[src/rtl/mem_access_unit.sv]
// mem_access_unit: load/store unit between the memory stage and
// word-wide regions; splits misaligned accesses, reports faults.
//
// Ports:
//   clk, rst (sync, active-low)
//   req_valid/req_ready, req_addr, req_we, req_type, req_wdata
//   rsp_valid/rsp_ready, rsp_rdata, rsp_fault
//   mem_en (one-hot), mem_we, mem_addr, mem_wdata, mem_rdata
module mem_access_unit #(
  parameter int NUM_REGIONS = 4,
  parameter logic [NUM_REGIONS*4-1:0] REGION_IDS =
    {4'h2, 4'h8, 4'h4, 4'h1},
  parameter int RD_LATENCY = 1,
  parameter bit SPLIT_MISALIGNED = 1'b1
) (
  input  logic                      clk,
  input  logic                      rst,
  input  logic                      req_valid,
  output logic                      req_ready,
  input  logic [31:0]               req_addr,
  input  logic                      req_we,
  input  logic [2:0]                req_type,
  input  logic [31:0]               req_wdata,
  output logic                      rsp_valid,
  input  logic                      rsp_ready,
  output logic [31:0]               rsp_rdata,
  output logic                      rsp_fault,
  output logic [NUM_REGIONS-1:0]    mem_en,
  output logic [3:0]                mem_we,
  output logic [31:0]               mem_addr,
  output logic [31:0]               mem_wdata,
  input  logic [NUM_REGIONS*32-1:0] mem_rdata
);

  localparam logic [2:0] S_IDLE  = 3'd0;
  localparam logic [2:0] S_BEAT0 = 3'd1;
  localparam logic [2:0] S_WAIT0 = 3'd2;
  localparam logic [2:0] S_BEAT1 = 3'd3;
  localparam logic [2:0] S_WAIT1 = 3'd4;
  localparam logic [2:0] S_RESP  = 3'd5;

  localparam logic [1:0] LAST_CNT = 2'(RD_LATENCY - 1);

  logic [2:0]  state;
  logic [1:0]  cnt;
  logic        we_q;
  logic [2:0]  type_q;
  logic [1:0]  off_q;
  logic        mis_q;
  logic [NUM_REGIONS-1:0] en_q;
  logic [31:0] base_q;
  logic [3:0]  strb_hi_q;
  logic [31:0] wd_hi_q;
  logic [31:0] d0;
  logic [31:0] d1;

  logic [2:0]  size;
  logic [3:0]  size_mask;
  logic        type_ok;
  logic        mis;
  logic [31:0] addr_nx;
  logic        hit0;
  logic        hit1;
  logic [NUM_REGIONS-1:0] en0;
  logic [NUM_REGIONS-1:0] en1;
  logic        fault_dec;
  logic [7:0]  strb_sh;
  logic [63:0] wd_sh;
  logic        accept;

  always_comb begin
    size      = 3'd0;
    size_mask = 4'b0000;
    type_ok   = 1'b1;
    unique case (req_type)
      3'b000, 3'b100: begin
        size      = 3'd1;
        size_mask = 4'b0001;
      end
      3'b001, 3'b101: begin
        size      = 3'd2;
        size_mask = 4'b0011;
      end
      3'b010: begin
        size      = 3'd4;
        size_mask = 4'b1111;
      end
      default: type_ok = 1'b0;
    endcase
  end

  assign mis = ({2'b00, req_addr[1:0]} + {1'b0, size}) > 4'd4;
  assign addr_nx = req_addr + 32'd4;

  // Descending scan so the lowest matching region index wins.
  always_comb begin
    hit0 = 1'b0;
    hit1 = 1'b0;
    en0  = '0;
    en1  = '0;
    for (int i = NUM_REGIONS - 1; i >= 0; i--) begin
      if (REGION_IDS[i*4 +: 4] == req_addr[31:28]) begin
        hit0   = 1'b1;
        en0    = '0;
        en0[i] = 1'b1;
      end
      if (REGION_IDS[i*4 +: 4] == addr_nx[31:28]) begin
        hit1   = 1'b1;
        en1    = '0;
        en1[i] = 1'b1;
      end
    end
  end

  assign fault_dec = !hit0 || !type_ok ||
    (mis && (!SPLIT_MISALIGNED || !hit1 || (en1 != en0)));

  // Low half feeds beat 0, high half feeds beat 1.
  assign strb_sh = {4'b0000, size_mask} << req_addr[1:0];
  assign wd_sh   = {32'h0, req_wdata} << {req_addr[1:0], 3'b000};

  assign accept = req_valid && req_ready;

  logic [31:0] rd_word;
  always_comb begin
    rd_word = '0;
    for (int i = 0; i < NUM_REGIONS; i++) begin
      if (en_q[i]) rd_word = mem_rdata[i*32 +: 32];
    end
  end

  logic        last;
  logic [31:0] d0_n;
  logic [31:0] d1_n;
  logic [31:0] raw;
  logic [31:0] ld_res;

  assign last = (cnt == LAST_CNT);
  assign d0_n = (state == S_WAIT0) ? rd_word : d0;
  assign d1_n = (state == S_WAIT1) ? rd_word : d1;
  assign raw  = 32'({d1_n, d0_n} >> {off_q, 3'b000});

  always_comb begin
    ld_res = raw;
    unique case (type_q)
      3'b000:  ld_res = {{24{raw[7]}}, raw[7:0]};
      3'b001:  ld_res = {{16{raw[15]}}, raw[15:0]};
      3'b100:  ld_res = {24'h0, raw[7:0]};
      3'b101:  ld_res = {16'h0, raw[15:0]};
      default: ld_res = raw;
    endcase
  end

  always_ff @(posedge clk) begin
    if (!rst) begin
      state     <= S_IDLE;
      cnt       <= '0;
      req_ready <= 1'b0;
      rsp_valid <= 1'b0;
      rsp_fault <= 1'b0;
      rsp_rdata <= '0;
      mem_en    <= '0;
      mem_we    <= '0;
      mem_addr  <= '0;
      mem_wdata <= '0;
      we_q      <= 1'b0;
      type_q    <= '0;
      off_q     <= '0;
      mis_q     <= 1'b0;
      en_q      <= '0;
      base_q    <= '0;
      strb_hi_q <= '0;
      wd_hi_q   <= '0;
      d0        <= '0;
      d1        <= '0;
    end else begin
      mem_en <= '0;
      mem_we <= '0;
      unique case (state)
        S_IDLE: begin
          req_ready <= 1'b1;
          if (accept) begin
            req_ready <= 1'b0;
            we_q      <= req_we;
            type_q    <= req_type;
            off_q     <= req_addr[1:0];
            mis_q     <= mis;
            en_q      <= en0;
            base_q    <= {req_addr[31:2], 2'b00};
            strb_hi_q <= strb_sh[7:4];
            wd_hi_q   <= wd_sh[63:32];
            d1        <= '0;
            cnt       <= '0;
            if (fault_dec) begin
              state     <= S_RESP;
              rsp_valid <= 1'b1;
              rsp_fault <= 1'b1;
              rsp_rdata <= '0;
            end else begin
              state    <= S_BEAT0;
              mem_en   <= en0;
              mem_addr <= {req_addr[31:2], 2'b00};
              if (req_we) begin
                mem_we    <= strb_sh[3:0];
                mem_wdata <= wd_sh[31:0];
              end
            end
          end
        end
        S_BEAT0: begin
          if (!we_q) begin
            state <= S_WAIT0;
            cnt   <= '0;
          end else if (mis_q) begin
            state     <= S_BEAT1;
            mem_en    <= en_q;
            mem_addr  <= base_q + 32'd4;
            mem_we    <= strb_hi_q;
            mem_wdata <= wd_hi_q;
          end else begin
            state     <= S_RESP;
            rsp_valid <= 1'b1;
            rsp_fault <= 1'b0;
            rsp_rdata <= '0;
          end
        end
        S_WAIT0: begin
          if (last) begin
            d0 <= rd_word;
            if (mis_q) begin
              state    <= S_BEAT1;
              mem_en   <= en_q;
              mem_addr <= base_q + 32'd4;
            end else begin
              state     <= S_RESP;
              rsp_valid <= 1'b1;
              rsp_fault <= 1'b0;
              rsp_rdata <= ld_res;
            end
          end else begin
            cnt <= cnt + 2'd1;
          end
        end
        S_BEAT1: begin
          if (we_q) begin
            state     <= S_RESP;
            rsp_valid <= 1'b1;
            rsp_fault <= 1'b0;
            rsp_rdata <= '0;
          end else begin
            state <= S_WAIT1;
            cnt   <= '0;
          end
        end
        S_WAIT1: begin
          if (last) begin
            d1        <= rd_word;
            state     <= S_RESP;
            rsp_valid <= 1'b1;
            rsp_fault <= 1'b0;
            rsp_rdata <= ld_res;
          end else begin
            cnt <= cnt + 2'd1;
          end
        end
        S_RESP: begin
          if (rsp_ready) begin
            state     <= S_IDLE;
            rsp_valid <= 1'b0;
            req_ready <= 1'b1;
          end
        end
        default: state <= S_IDLE;
      endcase
    end
  end

endmodule

[config.mk]
export PLATFORM = sky130hd
export DESIGN_NAME = mem_access_unit
export DESIGN_NICKNAME = d
export VERILOG_FILES = /design/src/rtl/mem_access_unit.sv
export SDC_FILE = /design/constraint.sdc
export NUM_CORES = 1
export LEC_CHECK = 0
export CAP_MARGIN = 10
export CORE_MARGIN = 5
export CORE_UTILIZATION = 51
export CTS_CLUSTER_SIZE = 40
export DETAILED_ROUTE_END_ITERATION = 8
export PLACE_DENSITY = 0.77
export RECOVER_POWER = 50
export SYNTH_ARGS = -nofsm -noshare
export SYNTH_HDL_FRONTEND = slang
export SYNTH_SLANG_ARGS = --single-unit
[constraint.sdc]
create_clock -name clk -period 3 [get_ports clk]
set_input_delay 0.6 -clock clk [delete_from_list [all_inputs] [get_ports clk]]
set_output_delay 0.6 -clock clk [all_outputs]
set_load 0.1 [all_outputs]
### Yosys cells after proc, flatten, opt, wreduce, memory -nomap -nowiden

Index checks and enable logic that the tools add are counted.

| operators by class | value |
|---|---|
| $add $sub $neg | 4 |
| magnitude comparators | 1 |
| eq/ne operators | 35 |
| shift-type cells | 3 |
| muxes and demuxes | 93 |
| reductions and logical operators | 35 |

Operators with widths:

| operator | number |
|---|---|
| $mux 32 | 26 |
| $pmux 32 s5 | 1 |
| $pmux 32 s2 | 2 |
| $pmux 32 s4 | 1 |
| $pmux 32 s3 | 1 |
| $mux 4 | 18 |
| $add 32x3->32 const B | 2 |
| $shl 32x5->64 | 1 |
| $shr 64x5->32 | 1 |
| $ne 2x2->1 const B | 14 |
| $mux 1 | 25 |
| $pmux 4 s3 | 2 |
| $mux 3 | 7 |
| $eq 3x3->1 const B | 6 |
| $pmux 3 s6 | 1 |
| $eq 3x1->1 const B | 3 |
| $eq 3x2->1 const B | 3 |
| $logic_not 3->1 | 3 |
| $pmux 3 s3 | 1 |
| $reduce_and 9->1 | 1 |
| $eq 1x4->1 const A | 2 |
| $eq 2x4->1 const A | 2 |
| $eq 3x4->1 const A | 2 |
| $eq 4x4->1 const A | 2 |
| other kinds (28) | 44 |

| word-level totals | value |
|---|---|
| register bits | 253 |
| input bits | 200 |
| output and inout bits | 107 |
| word-level logic and storage cells | 191 |

### Depth between registers and ports, before layout

| logic depth | value |
|---|---|
| depth in word-level cells | 13 |
| gate-level depth with buffers | 12 |
| mapped depth without buffers | 10 |

### Worst setup path after synthesis

OpenSTA, ideal clock, no wires.

| timing | value |
|---|---|
| kind | input -> register |
| from | in req_addr[1] |
| to | reg mem_addr[19] |
| library setup time | 125 ps |
| arrival time | 2558 ps |
| required time | 2875 ps |
| path slack | 317 ps |
| stages on the path | 11 |
| path buffers | 3 |
| cell sequence | clkbuf_1 -> inv_1 -> fa_1 -> nand2b_1 -> a21oi_2 -> o21ai_2 -> a21o_1 -> buf_2 -> buf_4 -> nand3_1 -> o21ai_0 |

| on the way | value |
|---|---|
| longest elaborated chain between the ends | 12 |
| elaborated cells on any way between the ends | 22 |
| those cells by class | 2 x add/sub; 1 x order compare; 6 x eq/ne; 8 x mux; 5 x reduce/logical |

Ends and longest elaborated chain:

| what | line | RTL |
|---|---|---|
| from (decl) | 20 | `input logic [31:0] req_addr,` |
| $add 32x3->32 | 93 | `assign addr_nx = req_addr + 32'd4;` |
| $eq 2x4->1 | 107 | `if (REGION_IDS[i*4 +: 4] == addr_nx[31:28]) begin` |
| $mux 4 or $mux 1 (tied branches) (4 in series) | 107 |  |
| $ne 4x4->1 or $logic_not 1->1 (tied branches) | 116 | `(mis && (!SPLIT_MISALIGNED \|\| !hit1 \|\| (en1 != en0)));` |
| $logic_or 1x1->1 | 116 |  |
| $logic_and 1x1->1 * | 116 |  |
| $logic_or 1x1->1 * | 115 | `assign fault_dec = !hit0 \|\| !type_ok \|\|` |
| $ne 2x2->1 (no line) * | - |  |
| $reduce_and 5->1 (no line) * | - |  |
| to (signal assigned) | 202 | `mem_addr <= {req_addr[31:2], 2'b00};` |
| to (signal assigned) | 217 | `mem_addr <= base_q + 32'd4;` |
| to (signal assigned) | 233 | `mem_addr <= base_q + 32'd4;` |
| to (decl) | 30 | `output logic [31:0] mem_addr,` |

Every way passes the cells marked *; elsewhere a longest branch is shown, timed or not.
A chain may end at the register's enable or synchronous reset.

### Worst setup path after layout

| timing | value |
|---|---|
| from | reg state[2] |
| to | reg d1[5] |

| on the way | value |
|---|---|
| longest elaborated chain between the ends | 3 |
| elaborated cells on any way between the ends | 7 |
| those cells by class | 3 x eq/ne; 1 x mux; 3 x reduce/logical |

Ends and longest elaborated chain:

| what | line | RTL |
|---|---|---|
| from (decl) | 44 | `logic [2:0] state;` |
| from (signal assigned) | 156 | `state <= S_IDLE;` |
| from (signal assigned) | 195 | `state <= S_RESP;` |
| from (signal assigned) | 200 | `state <= S_BEAT0;` |
| $eq 3x3->1 or $logic_not 3->1 (tied branches) | 179 | `unique case (state)` |
| $ne 2x2->1 (no line) or $reduce_bool 2->1 (tied branches) | - |  |
| $reduce_and 3->1 (no line) | - |  |
| to (signal assigned) | 257 | `d1 <= rd_word;` |
| to (decl) | 55 | `logic [31:0] d1;` |

Parallel ways exist; a longest one is shown, timed or not.

==> results.yml <==
finish:
  nets: 2199
  mostFrequentLayoutCell: "nand2_1"
  seq_area_um2: 4690
  drive_above_1_share_pct: 10.8
  fillers: 2273
  fin_area_um2: 17100
  multi_input_area_um2: 7560
  final_cell_mix: "nand2_1, dfxtp_1, clkdlybuf4s50_1, a21oi_1, nor2_1"
  syn_to_final_growth_pct: 30.0
synth:
  avgSynthCellArea_um2: 7.77
  synth_cell_types: 82
  synthFlopType: "dfxtp_1"
  synth_largest_area_cell: "dfxtp_1"
  synth_area_um2: 13100
  synth_edf_count: 0
  ys_seq_elements: 234
  ys_async_sr_fraction_pct: 0
  synthTopCellsByArea: "dfxtp_1, nand2_1, a21oi_1"
  ys_seq_area_share_pct: 35.7
  yosysWarnings: 0
  syn_inst: 1690
  synth.top_cell.area_share_pct: 35.7
timing:
  max-slew-margin-rel_pct: 12.7
  setup_viol: 0
  rsz0062_at_grt: "false"
  finalCritPeriodShare_pct: 93.9
  timing.fmax_mhz: 355
  fin_ws_ps: 182
  slew_viol_final: 0
  worstMarginPinSlew_ps: 1300
  min_period_ps: 2820
  fin_skew_ps: 10.2
  hold_viol_final: 0
drt:
  drtIter0Drc: 1515
  detail_route.first_pass.iterations: 5
  routedWlPerCell_um: 20.8
  drc_errors: 0
  ant_nets: 0
  wirelength_um: 48900
  via_per_inst: 6.02
  vias: 14117
critical_path:
  cp_max_fo: 26
  cp-start-kind: "register"
  required_ps: 3380
  path_cells: "buf_4 -> or3_1 -> nor2_1 -> nor2_1 -> clkbuf_4 -> a21oi_1 -> nor2_1"
  cpMostUsedCell: "nor2_1"
  arrival_ps: 3200
  crit_family: "simple AND/OR/NAND/NOR gates"
  cp_slowest_stage_delay_ps: 990
  cp-end-kind: "register"
  path_buf_inv: 2
  slowest_stage: "nor2_1"
  critPathKind: "reg -> reg"
die:
  pin_count: 307
  die_h_um: 170
  core_area_um2: 25300
  start_util_pct: 52.0
  die_area_um2: 29000
  die_w_um: 170
  rows: 58
global_route:
  grt_antenna_before_repair: 2
  grt_pass1_wl_um: 75100
  first_global_vias: 13461
  overflow: 0
  grt_start_max_net_pins: 163
  grt.busiest_layer: "met2"
  met2_usage_pct: 52.3
  gr-usage-met3_pct: 6.85
  met1_usage_pct: 43.1
  grt_usage_pct: 31.9
clock_tree:
  clk_pin_slew_worst_paths_ps: 60
  worst_skew_pair.late_latency_ps: 520
  clockBufferDepth: 3
  htreeDepth: 1
  cts_tree: "built"
  root_buffer: "clkbuf_16"
  cts_hold_buffers: 0
  cts_num_sinks: 234
  cts_buffers: 25
place:
  dp_hpwl_um: 36200
  place_area_um2: 16600
  gp_congestion: 0.929
  numPortBuffers: 304
  preCtsSetupSlack_ps: -324
min_path:
  min_path_type: "reg -> reg"
power_and_ir_drop:
  peakVddDrop_mv: 0.468
  p_per_area_nw_per_um2: 720
  leakagePower_nw: 6.00
flow_run:
  maxCapViolations: 0
status:
  status: "completed"
==> path summary, 6_finish.rpt <==
check             startpoint  endpoint  slack [ps]  depth (start not counted)
setup / recovery    state[2]     d1[5]         180                          7
hold / removal      off_q[1]  off_q[1]         450                          2
setup reg to reg    state[2]     d1[5]         180                          7
hold reg to reg     off_q[1]  off_q[1]         450                          2
==> cell families after synthesis <==
kind of cell    count (synthesis)  share of synthesized area (%)
compound gates                488                           25.6
xor+xnor                       30                           2.00
fa+ha+maj                       5                          0.534
buf+inv                       206                           6.96
flops                         234                           35.7
mux                            79                           7.05
other cells                     1                         0.0286
simple gates                  647                           22.2
==> layer usage <==
layer / vias up / part of all wire [%]
li1: 6653 / -
met5: - / 0
met4: 0 / 2.3
met3: 68 / 10
met2: 694 / 46
met1: 6702 / 42
==> layout make-up <==
type	count	share of cell area (%)
diodes	2	0.0293
clock buffers	29	3.99
clock inverters	16	1.02
inverters	65	1.44
multi-input cells	1251	44.3
flip-flops and latches	234	27.5
well taps	330	2.42
repair buffers	417	19.3
==> flip-flops by register name, summed over array words and instances, names as in the netlist, 4 cells and up <==
register	cells
d0	32
mem_wdata	32
rsp_rdata	32
base_q	30
mem_addr	30
d1	24
wd_hi_q	24
en_q	4
mem_en	4
mem_we	4
==> Yosys cell counts (9+ instances only) <==
master and count:
o211ai_1 34, nand2_1 302, nand4_1 15, nor3_1 32, xnor2_1 19, a221oi_1 16, dfxtp_1 234, a21oi_1 193
o21ai_0 46, mux4_2 10, nor2_1 145, buf_2 31, nand3b_1 21, o21a_1 9, clkbuf_1 83, nand3_1 60
a311oi_1 9, and2_1 11, a211oi_2 9, a22o_1 15, a22oi_1 14, mux2i_1 61, inv_1 64, buf_4 11
a222oi_1 17, xor2_1 11, a211oi_1 44
==> power breakdown <==
part	switching (mW)	internal, mW	total [mW]	leakage, nW
registers	0.262	3.47	3.73	1.89
clock network	1.34	1.89	3.23	0.419
logic	3.86	1.47	5.32	3.69
==> repair_timing <==
item                       CTS  global route
setup endpoints to repair    0             2
buffers inserted             0             2
gates resized for setup      0             1
==> per-stage QoR <==
stage | hold WS (ps) | std cells | utilization [%] | TNS [ps] | power [mW]
2_1_floorplan | 425 | 1691 | - | 0 | 7.49
3_3_place_gp | 430 | 2295 | 65.8 | -15220 | 9.14
4_1_cts | 454 | 2340 | 69.1 | 0 | 12.4
6_report | 450 | 2344 | 67.6 | 0 | 12.3
5_1_grt | 475 | 2343 | 67.6 | 0 | 12.8
3_5_place_dp | 444 | 2295 | 65.8 | -20780 | 9.21
==> worst min-delay path: cells and delay by family, from the launching register on <==
kind	cells	cell delay, ps
DFF	1	310
and+or+nand+nor	2	90
Power figures use the tool's default switching activity.
